### src/rtl/ifetch_queue_pkg.sv
// Shared CPU front-end parameters for the instruction fetch queue.
package ifetch_queue_pkg;

  localparam int unsigned XLEN            = 32;
  localparam int unsigned IQ_DEPTH        = 4;
  localparam logic [31:0] I_MEM_BASE_ADDR = 32'h0000_0000;

endpackage

### src/rtl/ifetch_queue_sync_fifo.sv
// Flushable synchronous FIFO; the read port holds the last popped word when empty.
module sync_fifo #(
  parameter int unsigned WIDTH = 64,
  parameter int unsigned DEPTH = 4
) (
  input  logic                       clk,
  input  logic                       rst_,
  input  logic                       push,
  input  logic                       pop,
  input  logic                       flush,
  input  logic [WIDTH-1:0]           wdata,
  output logic [WIDTH-1:0]           rdata,
  output logic [$clog2(DEPTH+1)-1:0] count
);

  localparam int unsigned PW = $clog2(DEPTH);
  localparam int unsigned CW = $clog2(DEPTH+1);

  logic [WIDTH-1:0] mem [DEPTH];
  logic [WIDTH-1:0] last;
  logic [PW-1:0]    wr_ptr;
  logic [PW-1:0]    rd_ptr;

  // Storage needs no reset: it is only visible while count is non-zero.
  always_ff @(posedge clk) begin
    if (push && !flush) begin
      mem[wr_ptr] <= wdata;
    end
  end

  always_ff @(posedge clk or negedge rst_) begin
    if (!rst_) begin
      wr_ptr <= '0;
      rd_ptr <= '0;
      count  <= '0;
      last   <= '0;
    end else if (flush) begin
      wr_ptr <= '0;
      rd_ptr <= '0;
      count  <= '0;
    end else begin
      if (push) begin
        wr_ptr <= wr_ptr + PW'(1);
      end
      if (pop) begin
        rd_ptr <= rd_ptr + PW'(1);
        last   <= mem[rd_ptr];
      end
      case ({push, pop})
        2'b10:   count <= count + CW'(1);
        2'b01:   count <= count - CW'(1);
        default: count <= count;
      endcase
    end
  end

  assign rdata = (count != '0) ? mem[rd_ptr] : last;

endmodule

### src/rtl/ifetch_queue.sv
// Instruction fetch front-end: sequential word fetch, credit-limited issue,
// one-cycle memory response capture and redirect flush.
module ifetch_queue
  import ifetch_queue_pkg::*;
#(
  parameter int unsigned     BITS       = XLEN,
  parameter int unsigned     DEPTH      = IQ_DEPTH,
  parameter logic [BITS-1:0] RESET_ADDR = BITS'(I_MEM_BASE_ADDR)
) (
  input  logic            clk,
  input  logic            rst_,
  output logic            fetch_req,
  output logic [BITS-1:0] fetch_addr,
  input  logic [BITS-1:0] mem_rdata,
  output logic [BITS-1:0] instr,
  output logic [BITS-1:0] instr_pc,
  output logic            instr_valid,
  input  logic            instr_ready,
  input  logic            redirect,
  input  logic [BITS-1:0] redirect_addr,
  input  logic            halt
);

  localparam int unsigned CW = $clog2(DEPTH+1);
  localparam int unsigned OW = CW + 1;

  logic              started;
  logic              rsp_valid;
  logic [BITS-1:0]   next_pc;
  logic [BITS-1:0]   rsp_pc;
  logic [CW-1:0]     count;
  logic [OW-1:0]     occupancy;
  logic              push;
  logic              pop;
  logic [2*BITS-1:0] head;

  // Credit counts the in-flight response so a capture can never overflow the FIFO.
  always_comb begin
    occupancy = OW'(count) + OW'(rsp_valid);
    fetch_req = started & ~halt & ~redirect & (occupancy < OW'(DEPTH));
    push      = rsp_valid & ~redirect;
    pop       = instr_valid & instr_ready & ~redirect;
  end

  always_ff @(posedge clk or negedge rst_) begin
    if (!rst_) begin
      started   <= 1'b0;
      next_pc   <= RESET_ADDR;
      rsp_valid <= 1'b0;
      rsp_pc    <= '0;
    end else begin
      started <= 1'b1;
      if (redirect) begin
        next_pc   <= redirect_addr;
        rsp_valid <= 1'b0;
      end else begin
        rsp_valid <= fetch_req;
        if (fetch_req) begin
          next_pc <= next_pc + BITS'(1);
          rsp_pc  <= next_pc;
        end
      end
    end
  end

  sync_fifo #(
    .WIDTH (2*BITS),
    .DEPTH (DEPTH)
  ) u_fifo (
    .clk   (clk),
    .rst_  (rst_),
    .push  (push),
    .pop   (pop),
    .flush (redirect),
    .wdata ({mem_rdata, rsp_pc}),
    .rdata (head),
    .count (count)
  );

  assign fetch_addr        = next_pc;
  assign instr_valid       = (count != '0);
  assign {instr, instr_pc} = head;

endmodule
### config.mk
export PLATFORM = sky130hd
export DESIGN_NAME = ifetch_queue
export DESIGN_NICKNAME = d
export VERILOG_FILES = /design/src/rtl/ifetch_queue_pkg.sv /design/src/rtl/ifetch_queue_sync_fifo.sv /design/src/rtl/ifetch_queue.sv
export SDC_FILE = /design/constraint.sdc
export NUM_CORES = 1
export LEC_CHECK = 0
export ABC_AREA = 1
export CELL_PAD_IN_SITES_DETAIL_PLACEMENT = 2
export CELL_PAD_IN_SITES_GLOBAL_PLACEMENT = 2
export CORE_ASPECT_RATIO = 1.2
export CORE_MARGIN = 5
export CORE_UTILIZATION = 40
export CTS_CLUSTER_DIAMETER = 60
export DETAILED_ROUTE_END_ITERATION = 6
export GPL_TIMING_DRIVEN = 0
export PLACE_DENSITY = 0.88
export RECOVER_POWER = 50
export SLEW_MARGIN = 20
export SYNTH_ARGS = -nofsm -noshare
export SYNTH_HDL_FRONTEND = slang
export SYNTH_SLANG_ARGS = --single-unit
### constraint.sdc
create_clock -name clk -period 5.8 [get_ports clk]
set_clock_uncertainty 0.05 [all_clocks]
set_input_delay 1.16 -clock clk [delete_from_list [all_inputs] [get_ports clk]]
set_output_delay 1.16 -clock clk [all_outputs]
set_load 0.01 [all_outputs]
Word level (Yosys, flattened, before mapping)
Memories as Yosys holds them, arrays and structs flattened.
Index checks and enable logic that the tools add are counted.
{"block": "op_classes", "addsub": 6, "multipliers": 0, "n_div": 0, "order_cmp": 1, "eq_ne": 2, "n_shift": 0, "muxes": 12, "n_bitwise": 8, "reduce_logical": 9}
{"operator": "two-way mux 32 bit", "count": 2}
{"operator": "two-way mux 64 bit", "count": 1}
{"operator": "adder 32 x 1 -> 32 bit, second input constant", "count": 1}
{"operator": "two-way mux 2 bit", "count": 4}
{"operator": "AND 1 bit", "count": 6}
{"operator": "case mux 3 bit (2 select lines)", "count": 1}
{"operator": "nonzero test 2 bit", "count": 3}
{"operator": "nonzero test 3 bit", "count": 2}
{"operator": "adder 2 x 1 -> 2 bit, second input constant", "count": 2}
{"operator": "adder 3 x 1 -> 4 bit", "count": 1}
{"operator": "less-than comparator 4 x 3 -> 1 bit, second input constant", "count": 1}
{"operator": "AND reduction 2 bit", "count": 2}
{"operator": "adder 3 x 1 -> 3 bit, second input constant", "count": 1}
{"operator": "two-way mux 1 bit", "count": 3}
{"operator": "two-way mux 3 bit", "count": 1}
{"operator": "subtractor 3 x 1 -> 3 bit, second input constant", "count": 1}
{"operator": "== test 2 x 1 -> 1 bit, second input constant", "count": 1}
{"operator": "== test 2 bit, second input constant", "count": 1}
{"operator": "NOT 1 bit", "count": 2}
{"operator": "logical AND 1 bit", "count": 1}
{"operator": "zero test 1 bit", "count": 1}
{"block": "word_totals", "regBits": 137, "latch_bits": 0, "mem_bits_rw": 256, "rom_bits": 0, "inputBits": 69, "memories": 1}
{"memory": "u_fifo.mem", "depth": 4, "word_bits": 64, "rd": 1, "rd_clocked_by_memory_dff": 0, "write_ports": 1, "line": "ifetch_queue_sync_fifo.sv:19", "source": "logic [WIDTH-1:0] mem [DEPTH];"}

Depth between registers and ports, before layout
Gate-level depths: netlist (run 1).
{"block": "logic_depth", "depth_word": 6, "mapped_depth": 11}

Cells and area by module
From an unflattened synthesis (run 1), not the netlist that was laid out.
{"block": "hier_totals", "hier_cells": 1777, "area_unflattened_um2": 17130.2}
{"module": "sync_fifo", "instances": 1, "cells_each": 1222, "area_per_inst_um2": 13285.2, "seq_area_each_um2": 9464.1}
{"module": "ifetch_queue", "instances": 1, "cells_each": 555, "area_per_inst_um2": 3844.9, "seq_area_each_um2": 1651.6}

Least setup slack after synthesis (run 1)
Ideal clock, no wire load.
{"block": "synth_path", "path_kind": "input to register", "from": "input port redirect", "to": "memory u_fifo.mem[0][0], enable pin", "t_arrival_ns": 4.546, "t_required_ns": 5.264, "path_slack_ns": 0.718, "path_stages": 6, "path_buffers": 3, "path_cell_list": "buf_2 > inv_2 > buf_2 > buf_2 > nand2_1 > nor2_1"}
{"block": "synth_between", "elab_chain_len": 5}
{"item": "from (decl)", "line": "ifetch_queue.sv:19", "source": "input logic redirect,"}
{"item": "NOT 1 bit (no source line)"}
{"item": "AND 1 bit", "line": "ifetch_queue.sv:41", "source": "push = rsp_valid & ~redirect;"}
{"item": "logical AND 1 bit *", "line": "ifetch_queue_sync_fifo.sv:26", "source": "if (push && !flush) begin"}
{"item": "two-way mux 1 bit *", "line": "ifetch_queue_sync_fifo.sv:26"}
{"item": "two-way mux 1 bit (not written as such) *", "line": "ifetch_queue_sync_fifo.sv:27", "source": "mem[wr_ptr] <= wdata;"}
{"item": "to (decl)", "line": "ifetch_queue_sync_fifo.sv:19"}
Every way passes the cells marked *; elsewhere a longest branch is shown, timed or not.

Final worst setup path (run 1)
{"block": "layout_path", "from": "input port halt", "to": "output port fetch_req"}
{"block": "layout_between", "elab_chain_len": 4}
{"item": "from (decl)", "line": "ifetch_queue.sv:21", "source": "input logic halt"}
{"item": "NOT 1 bit", "line": "ifetch_queue.sv:40", "source": "fetch_req = started & ~halt & ~redirect & (occupancy < OW'(DEPTH));"}
{"item": "AND 1 bit (3 in series)", "line": "ifetch_queue.sv:40"}
{"item": "to (decl)", "line": "ifetch_queue.sv:12", "source": "output logic fetch_req,"}
Every way passes these cells.

==> results of run 1 <==
## cell usage in the layout, fill, tap and decap left out, types with 18 or more instances in the layout
cell | netlist | routed
clkbuf_16 | 0 | 45
dfrtp_1 | 137 | 137
dlygate4sd3_1 | 0 | 33
o21ai_1 | 240 | 217
clkdlybuf4s50_1 | 0 | 131
clkbuf_1 | 42 | 64
nor2_1 | 192 | 188
o21ai_0 | 70 | 93
nand3_1 | 76 | 77
buf_2 | 26 | 18
nand2_1 | 298 | 298
inv_1 | 78 | 79
edfxtp_1 | 256 | 256
o22a_1 | 64 | 64
## worst max-delay path: stages
cell	delay [ns]
dlygate4sd3_1	0.54
nor2_1	0.15
nand3_1	0.27
inv_1	0.30
clkbuf_1	0.47
clkdlybuf4s50_1	0.64
## cell type report
type                    count  area, um^2  area share (%)
flip-flops and latches    393       11100            53.7
clock buffers              61        1230            5.92
well taps                 539         674            3.26
inverters                  86         323            1.56
multi-input cells         984        4700            22.7
plain buffers              90         495            2.39
clock inverters            17         168           0.810
repair buffers            178        2010            9.69
## cell families after synthesis
kind of cell,synth area share (%)
and+or+nand+nor,14.4
DFF,66.9
AOI/OAI and AO/OA,13.2
buffers and inverters,5.03
adders and majority gates,0.497
xor gates and xnor gates,0.0527
other,0.0226
## metal layers
metal	share of wire, %	up-vias
met5	0	-
met4	4.3	0
met3	4.4	164
met2	54	520
met1	38	6921
li1	-	5830
## how the worst max path moves through the flow
stage | depth (start not counted) | from | slack, ns | end
floorplan | 6 | redirect | 0.72 | u_fifo.mem[0][0]
global placement | 1 | rst_ | -2.66 | rsp_pc[28]
detailed placement | 6 | halt | 1.59 | fetch_req
CTS | 7 | u_fifo.rd_ptr[1] | 1.45 | instr_pc[31]
global route | 6 | halt | 0.97 | fetch_req
finish | 6 | halt | 1.05 | fetch_req
## flip-flops by register name, indices dropped and copies added, names as in the netlist
register / count
fetch_addr: 32
u_fifo.wr_ptr: 2
rsp_valid: 1
started: 1
u_fifo.last: 64
u_fifo.rd_ptr: 2
u_fifo.count: 3
u_fifo.mem: 256
rsp_pc: 32
## power by group through the flow
stage	combinational (mW)	clock [mW]	sequential [mW]
2_1_floorplan	1.66	0	3.70
3_3_place_gp	3.15	0	3.76
3_5_place_dp	3.39	0	3.83
4_1_cts	3.48	2.79	3.81
5_1_grt	3.67	2.92	3.85
6_report	3.44	2.76	3.82
==> flow_metrics.env, run 1 <==
export IMPL_drt_iter0_markers=868
export IMPL_insertion_delay_ns=0.55
export IMPL_powerDensity_mw_per_mm2=484
export IMPL_use_met2_pct=50.7
export IMPL_cp_end_kind="primary output"
export IMPL_r2r_cells=7
export IMPL_place_gp_congestion=0.782
export IMPL_drv_cap=0
export IMPL_p_leak_nw=7.92
export IMPL_drtAntennaViolNets=0
export IMPL_post_cts_resized=0
export IMPL_power_frac_comb_pct=34.3
export IMPL_hold_violations=0
export IMPL_first_pass_iters=5
export IMPL_pre_cts_slack_ns=1.59
export IMPL_rows=81
export IMPL_die_y_um=233
export IMPL_tightest_slew_ns=0.792
export IMPL_grt_pass1_vias=15400
export IMPL_synthTopCellsByArea="edfxtp_1 (46%), dfrtp_1 (21%), o21ai_1 (7.2%)"
export IMPL_viasPerCell=5.72
export IMPL_grt_busiest_layer="met2"
export IMPL_status="completed"
export IMPL_whs_path_depth=2
export IMPL_cts_reportedPaths_clkPinSlew_ns=0.05
export IMPL_cts_sinks=393
export IMPL_slew_headroom_pct=47.2
export IMPL_tns_ns=0
export IMPL_place_area_mm2=0.0193
export IMPL_fmax_mhz=211
export IMPL_grt_setup_unrepaired="no"
export IMPL_fin_crit_ns=4.75
export IMPL_use_met1_pct=30.9
export IMPL_synthArstFlopShare_pct=34.9
export IMPL_crit_path_start_kind="primary input"
export IMPL_finalCritPeriodShare_pct=81.8
export IMPL_ir_worst_vdd_v=0.000236
export IMPL_syn_nets=1628
export IMPL_finalWirelength_mm=62.5
export IMPL_ys_flop_type="edfxtp_1"
export IMPL_vias=13400
export IMPL_synth_area_mm2=0.0166
export IMPL_crit_arrival_ns=3.54
export IMPL_final_cell_area_mm2=0.0207
export IMPL_die_x_um=196
export IMPL_synth_top_area_share_pct=46.2
export IMPL_syn2layout_area_growth_pct=24.6
export IMPL_yosysWarnings=0
export IMPL_h_tree_depth=2
export IMPL_timing_rr_end="u_fifo.mem[2][43]"
export IMPL_syn_avg_cell_area_um2=10.7
export IMPL_crit_type="in2out"
export IMPL_power_mw=10.0
export IMPL_numCtsBuffers=42
export IMPL_drive_gt1_share_pct=7.57
export IMPL_clock_power_share_pct=27.6
export IMPL_final_cell_count_no_fill=2348
export IMPL_antenna_found_initial=0
export IMPL_yosys_cell_types_count=31
export IMPL_synth_seq_cells=393
export IMPL_diodes=0
export IMPL_drv_slew=0
export IMPL_design_core_area_mm2=0.0409
export IMPL_regToRegSetupSlack_ns=3.51
export IMPL_cts_buffer_depth=3
export IMPL_utilization_pct=50.6
export IMPL_min_delay_worst_endpoint="u_fifo.last[42]"
export IMPL_yosysTopAreaCell="edfxtp_1"
export IMPL_seq_power_share_pct=38.1
export IMPL_worstPathMaxFanout=10
export IMPL_worstHoldStart="u_fifo.last[42]"
export IMPL_p_int_mw=6.42
export IMPL_num_io_pins=167
export IMPL_syn_instance_count=1553
export IMPL_seq_area_frac_synth_pct=66.9
export IMPL_cts_root_buf="clkbuf_16"
export IMPL_globalRouteOverflowTotal=0
export IMPL_start_util_pct=40.6
export IMPL_grt_pass1_wl_mm=94.6
export IMPL_grt_start_max_net_pins=75
export IMPL_post_cts_buffers=0
export IMPL_ys_top_cells_by_count="nand2_1 (298), edfxtp_1 (256), o21ai_1 (240)"
export IMPL_grtUsageMet3_pct=3.65
export IMPL_dp_hpwl_mm=43.1
export IMPL_fin_ws_ns=1.05
export IMPL_gr_usage_all_layers_pct=27.2
export IMPL_synth_most_common_cell="nand2_1"
export IMPL_required_ns=4.59
export IMPL_synth_edf_count=256
export IMPL_cts_tree="yes"
export IMPL_reg2reg_from="u_fifo.wr_ptr[0]"
export IMPL_drc=0
export IMPL_finalSetupViolCount=0
export IMPL_wire_per_inst_um=26.6
export IMPL_portBuffers=165
export IMPL_ctsHoldBuffers=0
export IMPL_hp_class="reg2reg"
export IMPL_die_area_mm2=0.0458
export IMPL_fillers=4085
export IMPL_nNetsFinal=1850
export IMPL_p_sw_share_pct=35.9
export IMPL_power_switching_mw=3.59
export IMPL_timing_hold_ws_ns=0.452
export IMPL_dp_cells=2270
Note: power is estimated with default switching activity, not from simulation.
==> inputs of run 2 (changes only) <==
CORE_UTILIZATION = 37   (was 40)
PLACE_DENSITY = 0.83   (was 0.88)
clock period = 4.61 ns   (was 5.8 ns; I/O delays follow)
==> run 2 against run 1 <==
  * The flow now finishes with violations (max-capacitance violations, max-slew violations)
  * Via count decreased by 4.6%
  * Routed wire length shrank 6.2%
  * Total power increased by 24%
==> flow_metrics.env, run 2 (synthesis gave the netlist of run 1 again) <==
export IMPL_wire_per_inst_um=24.7
export IMPL_cpLargestDelayFamily="buffers and inverters"
export IMPL_num_io_pins=167
export IMPL_whs_path_depth=2
export IMPL_cts_tree="yes"
export IMPL_crit_path_start_kind="primary input"
export IMPL_pre_cts_slack_ns=0.780
export IMPL_dp_hpwl_mm=41.2
export IMPL_utilization_pct=46.5
export IMPL_fin_ws_ns=0.447
export IMPL_crit_slowest_cell="clkbuf_1"
export IMPL_powerDensity_mw_per_mm2=599
export IMPL_ir_worst_vdd_v=0.000253
export IMPL_min_delay_worst_endpoint="u_fifo.last[56]"
export IMPL_hp_class="reg2reg"
export IMPL_h_tree_depth=2
export IMPL_syn2layout_area_growth_pct=24.9
export IMPL_tns_ns=0
export IMPL_cpPeakStageDelay_ns=0.71
export IMPL_drv_cap=1
export IMPL_post_cts_buffers=0
export IMPL_required_ns=4.81
export IMPL_drc=0
export IMPL_ctsHoldBuffers=0
export IMPL_crit_top_cell="clkbuf_1"
export IMPL_finalWirelength_mm=58.7
export IMPL_cts_root_buf="clkbuf_16"
export IMPL_die_area_mm2=0.0493
export IMPL_grt_setup_unrepaired="no"
export IMPL_die_y_um=242
export IMPL_drtAntennaViolNets=0
export IMPL_portBuffers=165
export IMPL_p_leak_nw=7.95
export IMPL_grt_pass1_wl_mm=90.4
export IMPL_diodes=0
export IMPL_rows=85
export IMPL_antenna_found_initial=0
export IMPL_place_area_mm2=0.0194
export IMPL_numCtsBuffers=43
export IMPL_status="finished, violations left"
export IMPL_reg_largest_list="u_fifo.mem: 256 flops, u_fifo.last: 64 flops"
export IMPL_worstHoldStart="u_fifo.last[56]"
export IMPL_regMostFlops="u_fifo.mem"
export IMPL_final_common_cell="nand2_1"
export IMPL_slew_headroom_pct=-127
export IMPL_drv_slew=69
export IMPL_cp_end_kind="register"
export IMPL_cts_reportedPaths_clkPinSlew_ns=0.06
export IMPL_start_util_pct=37.2
export IMPL_cts_buffer_depth=3
export IMPL_finalCritPeriodShare_pct=90.3
export IMPL_first_pass_iters=4
export IMPL_layout_common_cells="nand2_1 (299), edfxtp_1 (256), o21ai_1 (212)"
export IMPL_violations="max-capacitance violations, max-slew violations"
export IMPL_nNetsFinal=1852
export IMPL_r2r_cells=6
export IMPL_grt_start_max_net_pins=70
export IMPL_worstPathMaxFanout=20
export IMPL_drive_gt1_share_pct=8.06
export IMPL_vias=12800
export IMPL_regToRegSetupSlack_ns=1.94
export IMPL_cts_sinks=393
export IMPL_fin_crit_ns=4.16
export IMPL_hold_violations=0
export IMPL_post_cts_resized=0
export IMPL_timing_rr_end="u_fifo.last[33]"
export IMPL_design_core_area_mm2=0.0447
export IMPL_finalSetupViolCount=0
export IMPL_crit_buf_inv=6
export IMPL_reg2reg_from="u_fifo.count[1]"
export IMPL_crit_arrival_ns=4.37
export IMPL_insertion_delay_ns=0.56
export IMPL_gr_usage_all_layers_pct=23.7
export IMPL_place_gp_congestion=0.782
export IMPL_crit_chain="clkbuf_1, inv_1, clkbuf_1, clkbuf_1, nand2_1, nor2_4, buf_16, buf_16"
export IMPL_tightest_slew_ns=3.41
export IMPL_grt_pass1_vias=14700
export IMPL_crit_type="in2reg"
export IMPL_globalRouteOverflowTotal=0
export IMPL_fmax_mhz=240
export IMPL_die_x_um=203
export IMPL_drt_iter0_markers=573
export IMPL_viasPerCell=5.39
export IMPL_largest_reg_flops=256
export IMPL_final_cell_area_mm2=0.0208
[run 2: cell types whose count changed in the layout (fill, tap and decap cells not counted), moves of 2 or more]
cell,delta
clkbuf_1,-8
inv_6,+6
o21ai_0,+5
o21ai_1,-5
clkbuf_8,+4
buf_2,+2
clkbuf_16,-2
clkinv_1,-2
clkinvlp_4,+2
[run 2: worst max-delay path by stage]
stage	startpoint	to	slack, ns	depth (start not counted)
3_5_place_dp	redirect	u_fifo.mem[0][34]	0.78	8
3_3_place_gp	rst_	u_fifo.last[38]	-3.70	1
2_1_floorplan	redirect	u_fifo.mem[0][0]	-0.23	6
4_1_cts	u_fifo.rd_ptr[1]	instr_pc[8]	0.50	6
5_1_grt	rst_	rsp_pc[24]	0.34	1
6_report	redirect	u_fifo.mem[0][40]	0.45	8
[run 2: where the power goes]
group	switching (mW)	total [mW]	internal [mW]
Sequential	0.444	4.76	4.32
Combinational	2.46	4.20	1.74
Clock	1.50	3.48	1.98
[run 2: cell type report]
type	count	area, um^2
Buffer	90	490
Clock buffer	56	1200
Clock inverter	23	203
Fill cell	4642	23900
Inverter	86	323
Multi-Input combinational cell	984	4690
Sequential cell	393	11100
Tap cell	565	707
Timing Repair Buffer	179	2030
[run 2: worst min-delay path, stage by stage (launching register included)]
cell,delay [ns]
dfrtp_1,0.34
nand2_1,0.05
o21ai_0,0.06
[run 2: metrics by stage]
| stage | power (mW) | hold slack (ns) | std cells |
|---|---|---|---|
| global placement | 8.71 | 0.421 | 2283 |
| CTS | 12.6 | 0.286 | 2376 |
| finish | 12.4 | 0.442 | 2376 |
| floorplan | 6.74 | 0.409 | 1553 |
| global route | 13.1 | 0.466 | 2376 |
| detailed placement | 9.03 | 0.435 | 2297 |
[run 2: metal layers]
layer	vias to the layer above	wire, um	track usage (%)
met1	6616	23500	28.2
li1	5835	-	-
met4	0	1330	6.07
met2	287	31900	45.0
met5	-	0	0
met3	77	2020	2.93
